## src/rtl/ccff_bitstream_loader.sv

```systemverilog
// Serialises cfg_data words onto a configuration chain head, exactly CHAIN_LEN bits per start.
// Optional macro CCFF_READBACK_EN adds rb_crc, a CRC-16-CCITT of the old chain bits leaving ccff_tail.
module ccff_bitstream_loader #(
  parameter  int CHAIN_LEN = 18,
  parameter  int DATA_W    = 8,
  localparam int CNT_W     = $clog2(CHAIN_LEN + 1)
) (
  input  logic              prog_clk,
  input  logic              prog_reset,
  input  logic              start,
  input  logic [DATA_W-1:0] cfg_data,
  input  logic              cfg_valid,
  output logic              cfg_ready,
  output logic              ccff_head,
  output logic              ccff_clk_en,
  input  logic              ccff_tail,
  output logic              busy,
  output logic              done,
  output logic [CNT_W-1:0]  bit_count
`ifdef CCFF_READBACK_EN
  ,
  output logic [15:0]       rb_crc
`endif
);

  localparam int WB_W = $clog2(DATA_W + 1);
  localparam logic [CNT_W-1:0] CHAIN_LEN_C = CNT_W'(CHAIN_LEN);
  localparam logic [WB_W-1:0]  WORD_LAST_C = WB_W'(DATA_W);

  typedef enum logic [1:0] {IDLE, FETCH, SHIFT, DONE} state_e;

  state_e            state_q, state_d;
  logic [DATA_W-1:0] shreg_q, shreg_d;
  logic [WB_W-1:0]   wbits_q, wbits_d;
  logic [CNT_W-1:0]  bit_count_q, bit_count_d;
  logic              head_q, head_d;
  logic              clk_en_q, clk_en_d;
  logic              chain_full;
  logic              last_bit;

  // wbits_q counts bits of the current word already placed on ccff_head, including this cycle's bit.
  assign chain_full = (bit_count_q + CNT_W'(1)) == CHAIN_LEN_C;
  assign last_bit   = chain_full || (wbits_q == WORD_LAST_C);

  always_ff @(posedge prog_clk) begin
    if (prog_reset) begin
      state_q     <= IDLE;
      shreg_q     <= '0;
      wbits_q     <= '0;
      bit_count_q <= '0;
      head_q      <= 1'b0;
      clk_en_q    <= 1'b0;
    end else begin
      state_q     <= state_d;
      shreg_q     <= shreg_d;
      wbits_q     <= wbits_d;
      bit_count_q <= bit_count_d;
      head_q      <= head_d;
      clk_en_q    <= clk_en_d;
    end
  end

  // head/clk_en are registered, so they are computed for the cycle the FSM is entering.
  always_comb begin
    state_d     = state_q;
    shreg_d     = shreg_q;
    wbits_d     = wbits_q;
    bit_count_d = bit_count_q;
    head_d      = 1'b0;
    clk_en_d    = 1'b0;
    case (state_q)
      IDLE, DONE: begin
        if (start) begin
          state_d     = FETCH;
          bit_count_d = '0;
        end
      end
      FETCH: begin
        if (cfg_valid) begin
          state_d  = SHIFT;
          shreg_d  = cfg_data >> 1;
          wbits_d  = WB_W'(1);
          head_d   = cfg_data[0];
          clk_en_d = 1'b1;
        end
      end
      SHIFT: begin
        bit_count_d = bit_count_q + CNT_W'(1);
        if (last_bit) begin
          state_d = chain_full ? DONE : FETCH;
        end else begin
          shreg_d  = shreg_q >> 1;
          wbits_d  = wbits_q + WB_W'(1);
          head_d   = shreg_q[0];
          clk_en_d = 1'b1;
        end
      end
      default: state_d = IDLE;
    endcase
  end

  always_comb begin
    cfg_ready = 1'b0;
    busy      = 1'b0;
    done      = 1'b0;
    case (state_q)
      FETCH: begin
        cfg_ready = 1'b1;
        busy      = 1'b1;
      end
      SHIFT:   busy = 1'b1;
      DONE:    done = 1'b1;
      default: ;
    endcase
  end

  assign ccff_head   = head_q;
  assign ccff_clk_en = clk_en_q;
  assign bit_count   = bit_count_q;

`ifdef CCFF_READBACK_EN
  logic [15:0] crc_q, crc_d;
  logic        crc_fb;
  logic        start_ok;

  assign start_ok = start && ((state_q == IDLE) || (state_q == DONE));

  // The tail bit is sampled on the same edge the chain shifts, so it is the outgoing old content.
  always_comb begin
    crc_fb = crc_q[15] ^ ccff_tail;
    crc_d  = crc_q;
    if (start_ok) begin
      crc_d = 16'hFFFF;
    end else if (clk_en_q) begin
      crc_d = {crc_q[14:0], 1'b0} ^ (crc_fb ? 16'h1021 : 16'h0000);
    end
  end

  always_ff @(posedge prog_clk) begin
    if (prog_reset) begin
      crc_q <= 16'hFFFF;
    end else begin
      crc_q <= crc_d;
    end
  end

  assign rb_crc = crc_q;
`else
  logic unused_tail;
  assign unused_tail = ccff_tail;
`endif

endmodule

```

## config.mk

```make
export PLATFORM = sky130hd
export DESIGN_NAME = ccff_bitstream_loader
export DESIGN_NICKNAME = d
export VERILOG_FILES = /design/src/rtl/ccff_bitstream_loader.sv
export SDC_FILE = /design/constraint.sdc
export NUM_CORES = 1
export LEC_CHECK = 0
export CORE_MARGIN = 2
export CORE_UTILIZATION = 40
export DETAILED_ROUTE_END_ITERATION = 8
export GPL_TIMING_DRIVEN = 0
export PLACE_DENSITY = 0.73
export SLEW_MARGIN = 20
export SYNTH_ARGS = -nofsm -noshare
export SYNTH_HDL_FRONTEND = slang
export SYNTH_SLANG_ARGS = --single-unit
```

## constraint.sdc

```tcl
create_clock -name prog_clk -period 1.65 [get_ports prog_clk]
set_clock_uncertainty 0.05 [all_clocks]
set_input_delay 0.2475 -clock prog_clk [delete_from_list [all_inputs] [get_ports prog_clk]]
set_output_delay 0.2475 -clock prog_clk [all_outputs]
set_load 0.005 [all_outputs]
```

# Word level (Yosys, flattened, before mapping)
# Cells that the tools add are included.
# word_totals
regBits,21
input_bits,13
word_cells,48
# op_classes
addsub,2
eq_ne,9
mux,22
n_reduce_logical,9
# ops
cell,count
2-to-1 mux 8 bit,2
one-hot mux 8 bit (2 select lines),1
one-hot mux 5 bit (2 select lines),1
2-to-1 mux 2 bit,4
2-to-1 mux 4 bit,2
"inequality test 2 bit, second input constant",4
one-hot mux 4 bit (2 select lines),1
2-to-1 mux 1 bit,7
one-hot mux 2 bit (3 select lines),1
AND reduction 3 bit,2
"adder 5 x 1 -> 5 bit, second input constant",1
"== test 5 bit, second input constant",1
2-to-1 mux 5 bit,1
"adder 4 x 1 -> 4 bit, second input constant",1
"== test 2 bit, second input constant",2
"== test 4 bit, second input constant",1
one-hot mux 1 bit (2 select lines),2
nonzero test 2 bit,2
OR reduction 2 bit,2
"== test 2 x 1 -> 1 bit, second input constant",1
logical NOT 2 bit,1
AND reduction 2 bit,1
logical OR 1 bit,1

# Depth between registers and ports, before layout
# Gate-level depths: netlist of run 1.
# logic_depth
word_depth,5
depth_mapped,8
depth_no_buf,7

# Worst setup path before layout of run 1
# OpenSTA, ideal clock, no wires.
# synth_path
path_type,flip-flop to flip-flop
start,reg bit_count_q[0] (netlist: bit_count[0])
end,reg shreg_q[0]
setup_ns,0.132
arrival_time_ns,1.717
slack_ns,-0.249
stages_incl_launch_ff,7
n_path_buf,0
period_less_slack_ns,1.899
path_cell_list,dfxtp_1 -> ha_1 -> and3_4 -> mux2i_1 -> o211ai_1 -> a221oi_1 -> nor3_1
# synth_via
elab_chain_len,5
# synth_lines
element,line,rtl
"start, declared",35,"logic [CNT_W-1:0] bit_count_q, bit_count_d;"
"start signal, assigned",57,bit_count_q <= bit_count_d;
adder 5 x 1 -> 5 bit,42,assign chain_full = (bit_count_q + CNT_W'(1)) == CHAIN_LEN_C;
== test 5 bit,42,
logical OR 1 bit,43,assign last_bit = chain_full || (wbits_q == WORD_LAST_C);
inequality test 2 bit (no source line),-,
AND reduction 3 bit (no source line),-,
"end signal, assigned",55,shreg_q <= shreg_d;
"end, declared",33,"logic [DATA_W-1:0] shreg_q, shreg_d;"
# No other way between the ends.
# A chain may end at the register's enable or synchronous reset.

# Worst setup path after layout of run 1
# layout_path
start,reg bit_count_q[1] (netlist: bit_count[1])
end,reg state_q[1]
# layout_via
elab_chain_len,5
# layout_lines
element,line,rtl
adder 5 x 1 -> 5 bit (*),42,
== test 5 bit (*),42,
2-to-1 mux 2 bit or logical OR 1 bit (tied branches),"90, 43",
2-to-1 mux 2 bit or inequality test 2 bit (tied branches),-,
one-hot mux 2 bit (3 select lines) or AND reduction 3 bit (tied branches),-,
"end signal, assigned",54,state_q <= state_d;
"end, declared",32,"state_e state_q, state_d;"
# Mark *: on every way between the ends. The rest lies on a longest branch, timed or not. The select of a mux whose other input is x is not followed.

==> results.py, run 1 <==
metrics = {
    "detailed_routing": {
        "routedWlPerCell_um": 14.8,
        "drc_errors": 3,
        "viasPerCell": 5.73,
        "firstDrtPassIters": 6,
        "ant_nets": 0,
        "wl_um": 3190,
        "num_vias": 1231,
        "drt_iter0_markers": 38,
    },
    "place": {
        "post-place-ws_ns": -0.363,
        "dp.cells": 198,
        "place_congestion": 0.762,
        "dp_hpwl_um": 1950,
        "io_buffer_count": 20,
    },
    "synthesis": {
        "synth_fp_nets": 168,
        "ys_types": 37,
        "netlist_instances": 147,
        "synth_area_per_cell_um2": 8.18,
        "ys_seq_area_frac": 0.333,
        "mappedNetlistArea_um2": 1200,
        "ys_seq_elements": 20,
        "yosysWarningCount": 0,
    },
    "layout": {
        "mostFrequentLayoutCells": "16 x clkdlybuf4s50_1, 14 x nor3_1, 14 x dfxtp_1",
        "drive_gt1_frac": 0.288,
        "instances_no_fill": 215,
        "diodes": 0,
        "nFillCells": 252,
        "synthToLayoutAreaGrowth_pct": 43.1,
        "nets": 206,
        "final_common_cell": "clkdlybuf4s50_1",
    },
    "floorplanning": {
        "die_w_um": 58.8,
        "dieArea_um2": 3460,
        "core_area_um2": 2810,
        "io_pins": 23,
        "die_h_um": 58.8,
        "start_util": 0.429,
        "row_count": 19,
    },
    "status": {
        "violations": "design-rule violations, negative setup slack",
        "status": "finished, violations left",
    },
    "grt": {
        "grt-ovfl-total": 0,
        "antenna_found_initial": 0,
        "grt_max_degree": 12,
        "grt_pass1_wl_um": 5120,
        "grt_pass1_vias": 1205,
        "grtUsageTotal": 0.188,
    },
    "power": {
        "p_per_area_nw_per_um2": 724,
        "cellLeakagePower_nw": 0.650,
        "p_int_mw": 0.829,
        "clock_power_share": 0.204,
        "p_sw_mw": 0.417,
        "ir_drop_uv": 557,
        "power_frac_seq": 0.448,
        "switching_share": 0.335,
        "combPwrFrac": 0.347,
    },
    "setup_path": {
        "worstPathMaxFanout": 6,
        "crit_chain": "ha_4, and3_4, mux2_4, a21boi_4, or4_1, a21oi_1",
        "cp_slowest_cell": "or4_1",
        "cp_slowest_stage_delay_ns": 0.53,
        "cp-end-kind": "register",
        "cp_data_required_time_ns": 1.85,
        "startpoint_type": "register",
        "cp_data_arrival_time_ns": 2.01,
        "crit_type": "register to register",
    },
    "timing": {
        "fmax_mhz": 551,
        "drv_slew": 0,
        "max_slew_margin": 0.641,
        "rsz0062_at_grt": "true",
        "period_needed_ns": 1.82,
        "hold_violations": 0,
        "whs_ns": 0.299,
        "tightest_slew_ns": 0.539,
        "finalSetupViolations": 15,
        "finalCritPeriodShare": 1.10,
        "fin_ws_ns": -0.166,
    },
    "clock_tree": {
        "htree_levels": 1,
        "clk_pin_slew_ns": 0.13,
        "cts_sinks": 20,
        "cts_hold_buf": 0,
        "cts_buffer_depth": 2,
        "clock_latency_ns": 0.31,
        "cts_tree": "yes",
        "cts_buffers": 3,
        "cts-root-buf": "clkbuf_4",
    },
    "worst_hold_path": {
        "hp-class": "input port to register",
    },
    "flow_run": {
        "drv_cap": 0,
    },
}
metal layers:
layer | share of wire | GRT usage
met2 | 0.52 | 0.354
met4 | 0.0066 | 0.0357
met3 | 0.044 | 0.0440
met1 | 0.43 | 0.215
met5 | 0 | 0
through the flow:
step | instance area, um^2 | power [mW] | util | TNS [ns]
2_1_floorplan | 1230 | 0.775 | - | -0.153
3_3_place_gp | 1470 | 0.888 | 0.524 | -4.23
3_5_place_dp | 1470 | 0.896 | 0.524 | -4.54
4_1_cts | 1660 | 1.21 | 0.593 | -1.04
5_1_grt | 1720 | 1.32 | 0.613 | -2.93
6_report | 1720 | 1.25 | 0.613 | -1.68
sequential cells by signal, indices dropped and copies added (netlist names):
register,flops
state_q,2
bit_count,5
wbits_q,4
ccff_head,1
ccff_clk_en,1
shreg_q,7
final cells by class:
type | instances | area [um^2] | share of cell area
flip-flops and latches | 20 | 413 | 0.240
well taps | 31 | 38.8 | 0.0225
inverters | 9 | 33.8 | 0.0196
clock buffers | 4 | 26.3 | 0.0153
multi-input cells | 112 | 865 | 0.503
repair buffers | 34 | 313 | 0.182
plain buffers | 5 | 31.3 | 0.0182
path summary, 6_finish.rpt:
check / cells after the start / startpoint / end / slack (ns)
worst min register to register: 2 / wbits_q[1] / wbits_q[1] / 0.48
worst min-delay path: 2 / prog_reset / wbits_q[2] / 0.30
worst max-delay path: 6 / bit_count[1] / state_q[1] / -0.17
worst max register to register: 6 / bit_count[1] / state_q[1] / -0.17
worst max-delay path: cells and delay by family, from the launching register on:
family | cells | cell delay, ns
muxes | 1 | 0.22
and+or+nand+nor | 2 | 0.73
adders and majority gates | 1 | 0.17
AOI/OAI and AO/OA | 2 | 0.22
DFF | 1 | 0.38
power by group through the flow:
stage                     registers, mW  clock network [mW]  logic (mW)
after floorplan                   0.556                   0       0.218
after global placement            0.561                   0       0.327
after detailed placement          0.564                   0       0.332
after CTS                         0.555               0.254       0.403
after global routing              0.564               0.281       0.472
final                             0.558               0.255       0.433
cells in the mapped netlist, drive strengths merged:
cell type,n,area (um^2)
a31oi,1,6.26
and2b,1,8.76
a41o,1,11.3
nand3,7,35.0
a21boi,1,18.8
o211ai,1,7.51
a21o,1,7.51
ha,8,100
mux2i,2,20.0
o211a,1,10.0
or3,1,6.26
nor2,9,33.8
inv,9,33.8
and3,2,18.8
a32oi,2,17.5
nor3,16,80.1
nand2,8,30.0
mux2,1,15.0
nand2b,3,18.8
or2,1,6.26
a211oi,2,15.0
and2,3,18.8
dfxtp,20,400
o21a,1,7.51
a41oi,1,8.76
o21ai,10,50.1
a22oi,3,22.5
nor2b,8,50.1
a21oi,7,35.0
a221oi,6,52.6
nand3b,2,15.0
clkbuf,4,15.0
a21bo,1,10.0
or4,1,7.51
buf,2,8.75
what timing repair did:
item | CTS | global route
pin swaps | 5 | 9
endpoints found under the setup margin | 22 | 24
gates cloned | 0 | 1
buffers inserted | 10 | 3
resized for setup | 23 | 11
logic make-up after synthesis:
kind of cell               synth area share
AOI/OAI and AO/OA                     0.233
adders and majority gates            0.0832
buffers and inverters                0.0479
DFF                                   0.333
muxes                                0.0291
and+or+nand+nor                       0.274
Power figures use the tool's default switching activity.
==> run 2, diff against run 1 <==
--- a/config.mk
+++ b/config.mk
@@ -9,7 +9,7 @@
 export CORE_UTILIZATION = 40
 export DETAILED_ROUTE_END_ITERATION = 8
 export GPL_TIMING_DRIVEN = 0
-export PLACE_DENSITY = 0.73
+export PLACE_DENSITY = 0.7
 export SLEW_MARGIN = 20
 export SYNTH_ARGS = -nofsm -noshare
 export SYNTH_HDL_FRONTEND = slang
==> constraint.sdc (replaced) <==
create_clock -name prog_clk -period 1.68 [get_ports prog_clk]
set_clock_uncertainty 0.05 [all_clocks]
set_input_delay 0.252 -clock prog_clk [delete_from_list [all_inputs] [get_ports prog_clk]]
set_output_delay 0.252 -clock prog_clk [all_outputs]
set_load 0.005 [all_outputs]
==> results.py, run 2 (synthesis gave the netlist of run 1 again) <==
metrics = {
    "detailed_routing": {
        "viasPerCell": 5.64,
        "highest_layer": "met4",
        "drc_errors": 2,
        "firstDrtPassIters": 6,
        "wl_met1_um": 1380,
        "routedWlPerCell_um": 14.1,
        "met2_length_um": 1460,
        "met3WireLength_um": 117,
        "num_vias": 1196,
        "drt_iter0_markers": 40,
        "wl_um": 3000,
        "ant_nets": 0,
    },
    "layout": {
        "top_register": "shreg_q",
        "diodes": 0,
        "mostFrequentLayoutCells": "16 x clkdlybuf4s50_1, 14 x dfxtp_1, 13 x nor3_1",
        "nets": 203,
        "drive_gt1_frac": 0.254,
        "largest_reg_flops": 7,
        "final_util": 0.607,
        "synthToLayoutAreaGrowth_pct": 41.7,
        "final_common_cell": "clkdlybuf4s50_1",
        "nFillCells": 244,
    },
    "clock_tree": {
        "clock_latency_ns": 0.31,
        "cts_tree": "yes",
        "htree_levels": 1,
        "cts_sinks": 20,
        "clk_pin_slew_ns": 0.12,
        "cts_buffers": 3,
        "cts_buffer_depth": 2,
        "cts-root-buf": "clkbuf_4",
    },
    "grt": {
        "grt_max_degree": 13,
        "grt-ovfl-total": 0,
        "antenna_found_initial": 0,
        "grtUsageTotal": 0.190,
        "grt_pass1_wl_um": 5100,
        "grt_pass1_vias": 1150,
    },
    "timing": {
        "fin_ws_ns": -0.125,
        "max_slew_margin": 0.653,
        "period_needed_ns": 1.81,
        "finalCritPeriodShare": 1.07,
        "fmax_mhz": 554,
        "finalSetupTns_ns": -0.742,
        "finalSetupViolations": 8,
        "drv_slew": 0,
        "tightest_slew_ns": 0.519,
        "rsz0062_at_grt": "true",
        "hold_violations": 0,
    },
    "floorplanning": {
        "start_util": 0.429,
        "die_h_um": 58.8,
        "die_w_um": 58.8,
        "dieArea_um2": 3460,
        "core_area_um2": 2810,
        "row_count": 19,
        "io_pins": 23,
    },
    "place": {
        "post-place-ws_ns": -0.357,
        "place_congestion": 0.745,
        "io_buffer_count": 20,
        "dp_hpwl_um": 1950,
    },
    "setup_path": {
        "worstSetupEndpoint": "shreg_q[4]",
        "startpoint_type": "register",
        "cp-end-kind": "register",
        "cp_data_required_time_ns": 1.83,
        "reg2reg_depth": 7,
        "critPathLaunch": "bit_count[0]",
        "crit_type": "register to register",
        "cp_data_arrival_time_ns": 1.96,
        "reg2reg_slack_ns": -0.13,
        "reg2reg_from": "bit_count[0]",
        "r2r_end": "shreg_q[4]",
        "worstPathMaxFanout": 7,
    },
    "flow_run": {
        "drv_cap": 0,
    },
    "status": {
        "status": "finished, violations left",
        "violations": "design-rule violations, negative setup slack",
    },
    "worst_hold_path": {
        "hp-class": "input port to register",
    },
    "power": {
        "ir_drop_uv": 376,
        "p_per_area_nw_per_um2": 777,
        "cellLeakagePower_nw": 0.622,
    },
}
run 2: cell count changes in the layout (fill, tap and decap cells not counted), sizes merged:
cell,before,now
dlygate4sd2,1,4
buf,15,13
clkdlybuf4s15,1,0
clkbuf,8,7
dlymetal6s2s,2,0
run 2: cell type report:
type                            count  area (um^2)  area share
Buffer                              5         31.3      0.0184
Sequential cell                    20          415       0.244
Inverter                            9         33.8      0.0198
Timing Repair Buffer               31          278       0.163
Tap cell                           31         38.8      0.0228
Clock buffer                        4         47.5      0.0279
Multi-Input combinational cell    112          860       0.504
run 2: power by group:
part	leakage (nW)	internal (mW)	switching, mW
combinational	0.430	0.211	0.220
sequential	0.166	0.513	0.0351
clock	0.0261	0.182	0.163
total	0.622	0.906	0.418
run 2: worst max-delay path, stage by stage (launching register included):
cell	delay, ns
dfxtp_4	0.40
ha_4	0.16
and3_4	0.23
mux2i_4	0.24
o211ai_1	0.11
buf_4	0.19
a221oi_4	0.26
nor3_2	0.06
run 2: timing repair:
action	CTS	global route
setup buffers	10	1
endpoints found under the setup margin	22	20
gates resized for setup	23	10
pin swaps	5	5
hold buffers	0	0
run 2: stage by stage:
step                      power [mW]  cells  hold WS (ns)  cell area [um^2]
after floorplan                0.761    147         0.388              1230
after global placement         0.875    198         0.438              1470
after detailed placement       0.883    198         0.458              1470
after CTS                       1.30    211         0.286              1650
after global routing            1.42    212         0.327              1700
final                           1.32    212         0.312              1700
run 2: worst min-delay path by stage:
stage	cells past startpoint	to	startpoint	slack, ns
after detailed placement	2	wbits_q[1]	wbits_q[1]	0.46
after global routing	2	bit_count[4]	prog_reset	0.33
after floorplan	2	ccff_clk_en	cfg_valid	0.39
final	2	wbits_q[2]	prog_reset	0.31
after global placement	2	wbits_q[1]	wbits_q[1]	0.44
after CTS	2	wbits_q[2]	prog_reset	0.29
run 2: routing by layer:
layer,GRT usage,vias to the layer above
met3,0.0264,4
li1,-,611
met5,0,-
met2,0.317,24
met1,0.246,557
met4,0.0779,0
==> run 3, diff against run 2 <==
--- a/config.mk
+++ b/config.mk
@@ -7,9 +7,11 @@
 export LEC_CHECK = 0
 export CORE_MARGIN = 2
 export CORE_UTILIZATION = 40
+export CTS_BUF_LIST = sky130_fd_sc_hd__clkbuf_2
 export DETAILED_ROUTE_END_ITERATION = 8
 export GPL_TIMING_DRIVEN = 0
 export PLACE_DENSITY = 0.7
+export SKIP_LAST_GASP = 1
 export SLEW_MARGIN = 20
 export SYNTH_ARGS = -nofsm -noshare
 export SYNTH_HDL_FRONTEND = slang
==> results.py, run 3 (synthesis gave the netlist of run 1 again) <==
metrics = {
    "layout": {
        "largest_reg_flops": 7,
        "instances_no_fill": 214,
        "final_util": 0.617,
        "drive_gt1_frac": 0.306,
        "final_common_cell": "clkdlybuf4s50_1",
        "top_register": "shreg_q",
        "mostFrequentLayoutCells": "16 x clkdlybuf4s50_1, 15 x nor3_1, 13 x dfxtp_1, 13 x buf_4",
        "nFillCells": 246,
        "diodes": 0,
        "synthToLayoutAreaGrowth_pct": 44.0,
        "nets": 205,
    },
    "place": {
        "dp.cells": 198,
        "io_buffer_count": 20,
        "dp_hpwl_um": 1950,
        "place_congestion": 0.745,
        "post-place-ws_ns": -0.357,
    },
    "power": {
        "ir_drop_uv": 451,
        "combPwrFrac": 0.335,
        "switching_share": 0.313,
        "clock_power_share": 0.271,
        "cellLeakagePower_nw": 0.653,
        "p_per_area_nw_per_um2": 794,
        "p_sw_mw": 0.430,
        "power_frac_seq": 0.395,
        "p_int_mw": 0.945,
    },
    "timing": {
        "hold_violations": 0,
        "tightest_slew_ns": 0.560,
        "finalCritPeriodShare": 1.08,
        "finalSetupTns_ns": -0.693,
        "rsz0062_at_grt": "true",
        "finalSetupViolations": 10,
        "period_needed_ns": 1.82,
        "fmax_mhz": 549,
        "drv_slew": 0,
        "fin_ws_ns": -0.142,
        "max_slew_margin": 0.627,
    },
    "setup_path": {
        "cp_slowest_stage_delay_ns": 0.49,
        "cp_data_arrival_time_ns": 2.04,
        "cp_data_required_time_ns": 1.90,
        "worstPathMaxFanout": 5,
        "cp-end-kind": "register",
        "cp_slowest_cell": "or4_1",
        "path_buf_inv": 0,
        "crit_chain": "ha_4, and3_4, mux2_4, a21boi_4, or4_1, a21oi_1",
        "crit_type": "register to register",
        "cpLargestDelayFamily": "simple AND/OR/NAND/NOR gates",
        "startpoint_type": "register",
    },
    "clock_tree": {
        "cts_buffer_depth": 2,
        "htree_levels": 1,
        "clk_pin_slew_ns": 0.21,
        "cts_sinks": 20,
        "clock_latency_ns": 0.33,
        "cts_buffers": 3,
        "cts_tree": "yes",
        "cts-root-buf": "clkbuf_2",
        "cts_hold_buf": 0,
    },
    "grt": {
        "grt_pass1_vias": 1230,
        "antenna_found_initial": 0,
        "grt_max_degree": 13,
        "grt_pass1_wl_um": 5200,
        "grtUsageTotal": 0.194,
        "grt-ovfl-total": 0,
    },
    "floorplanning": {
        "row_count": 19,
        "dieArea_um2": 3460,
        "start_util": 0.429,
        "core_area_um2": 2810,
        "die_w_um": 58.8,
        "die_h_um": 58.8,
        "io_pins": 23,
    },
    "status": {
        "status": "finished, violations left",
        "violations": "design-rule violations, negative setup slack",
    },
    "detailed_routing": {
        "drt_iter0_markers": 34,
        "ant_nets": 0,
        "routedWlPerCell_um": 14.4,
        "wl_um": 3090,
        "firstDrtPassIters": 6,
        "drc_errors": 2,
        "num_vias": 1199,
        "viasPerCell": 5.60,
    },
    "flow_run": {
        "drv_cap": 0,
    },
    "worst_hold_path": {
        "hp-class": "input port to register",
    },
}
==> run 3: cell count changes in the layout (fill, tap and decap cells not counted), sizes merged <==
cell          change
bufinv            +1
dlygate4sd2       -2
clkbuf            +1
buf               +1
dlymetal6s2s      +1
==> run 3: per-stage QoR <==
stage | instance area (um^2) | hold WS [ns] | total power, mW
after floorplan | 1230 | 0.388 | 0.761
after global placement | 1470 | 0.438 | 0.875
after detailed placement | 1470 | 0.458 | 0.883
after CTS | 1680 | 0.247 | 1.32
after global routing | 1730 | 0.279 | 1.46
final | 1730 | 0.283 | 1.37
==> run 3: cell type report <==
type                            instances  area, um^2  share of cell area
Multi-Input combinational cell        112         871               0.503
Sequential cell                        20         419               0.242
Buffer                                  5        31.3              0.0181
Inverter                                9        33.8              0.0195
Timing Repair Buffer                   33         293               0.169
Tap cell                               31        38.8              0.0224
Clock buffer                            3        15.0             0.00867
Clock inverter                          1        30.0              0.0173
==> run 3: routing by layer <==
metal	vias to the layer above	track usage	wire (um)
li1	610	-	-
met1	556	0.242	1400
met2	27	0.325	1530
met3	6	0.0242	104
met4	0	0.0974	49
met5	-	0	0
==> run 3: repair_timing <==
| action | in CTS | in global routing |
|---|---|---|
| setup buffers | 11 | 2 |
| gates resized for setup | 24 | 18 |
| setup endpoints to repair | 23 | 24 |
| pin swaps | 5 | 9 |
| cloned | 0 | 0 |
==> run 3: power groups by stage <==
stage | registers, mW | clock network [mW] | logic, mW
floorplan | 0.546 | 0 | 0.215
global route | 0.548 | 0.402 | 0.510
detailed placement | 0.553 | 0 | 0.330
finish | 0.542 | 0.372 | 0.460
CTS | 0.541 | 0.375 | 0.406
global placement | 0.551 | 0 | 0.323
==> run 3: worst paths after layout <==
kind	startpoint	slack, ns	depth (start not counted)	end
setup / recovery	bit_count[0]	-0.14	6	state_q[1]
hold / removal	prog_reset	0.28	2	wbits_q[2]
setup reg to reg	bit_count[0]	-0.14	6	state_q[1]
hold reg to reg	wbits_q[0]	0.45	1	wbits_q[0]
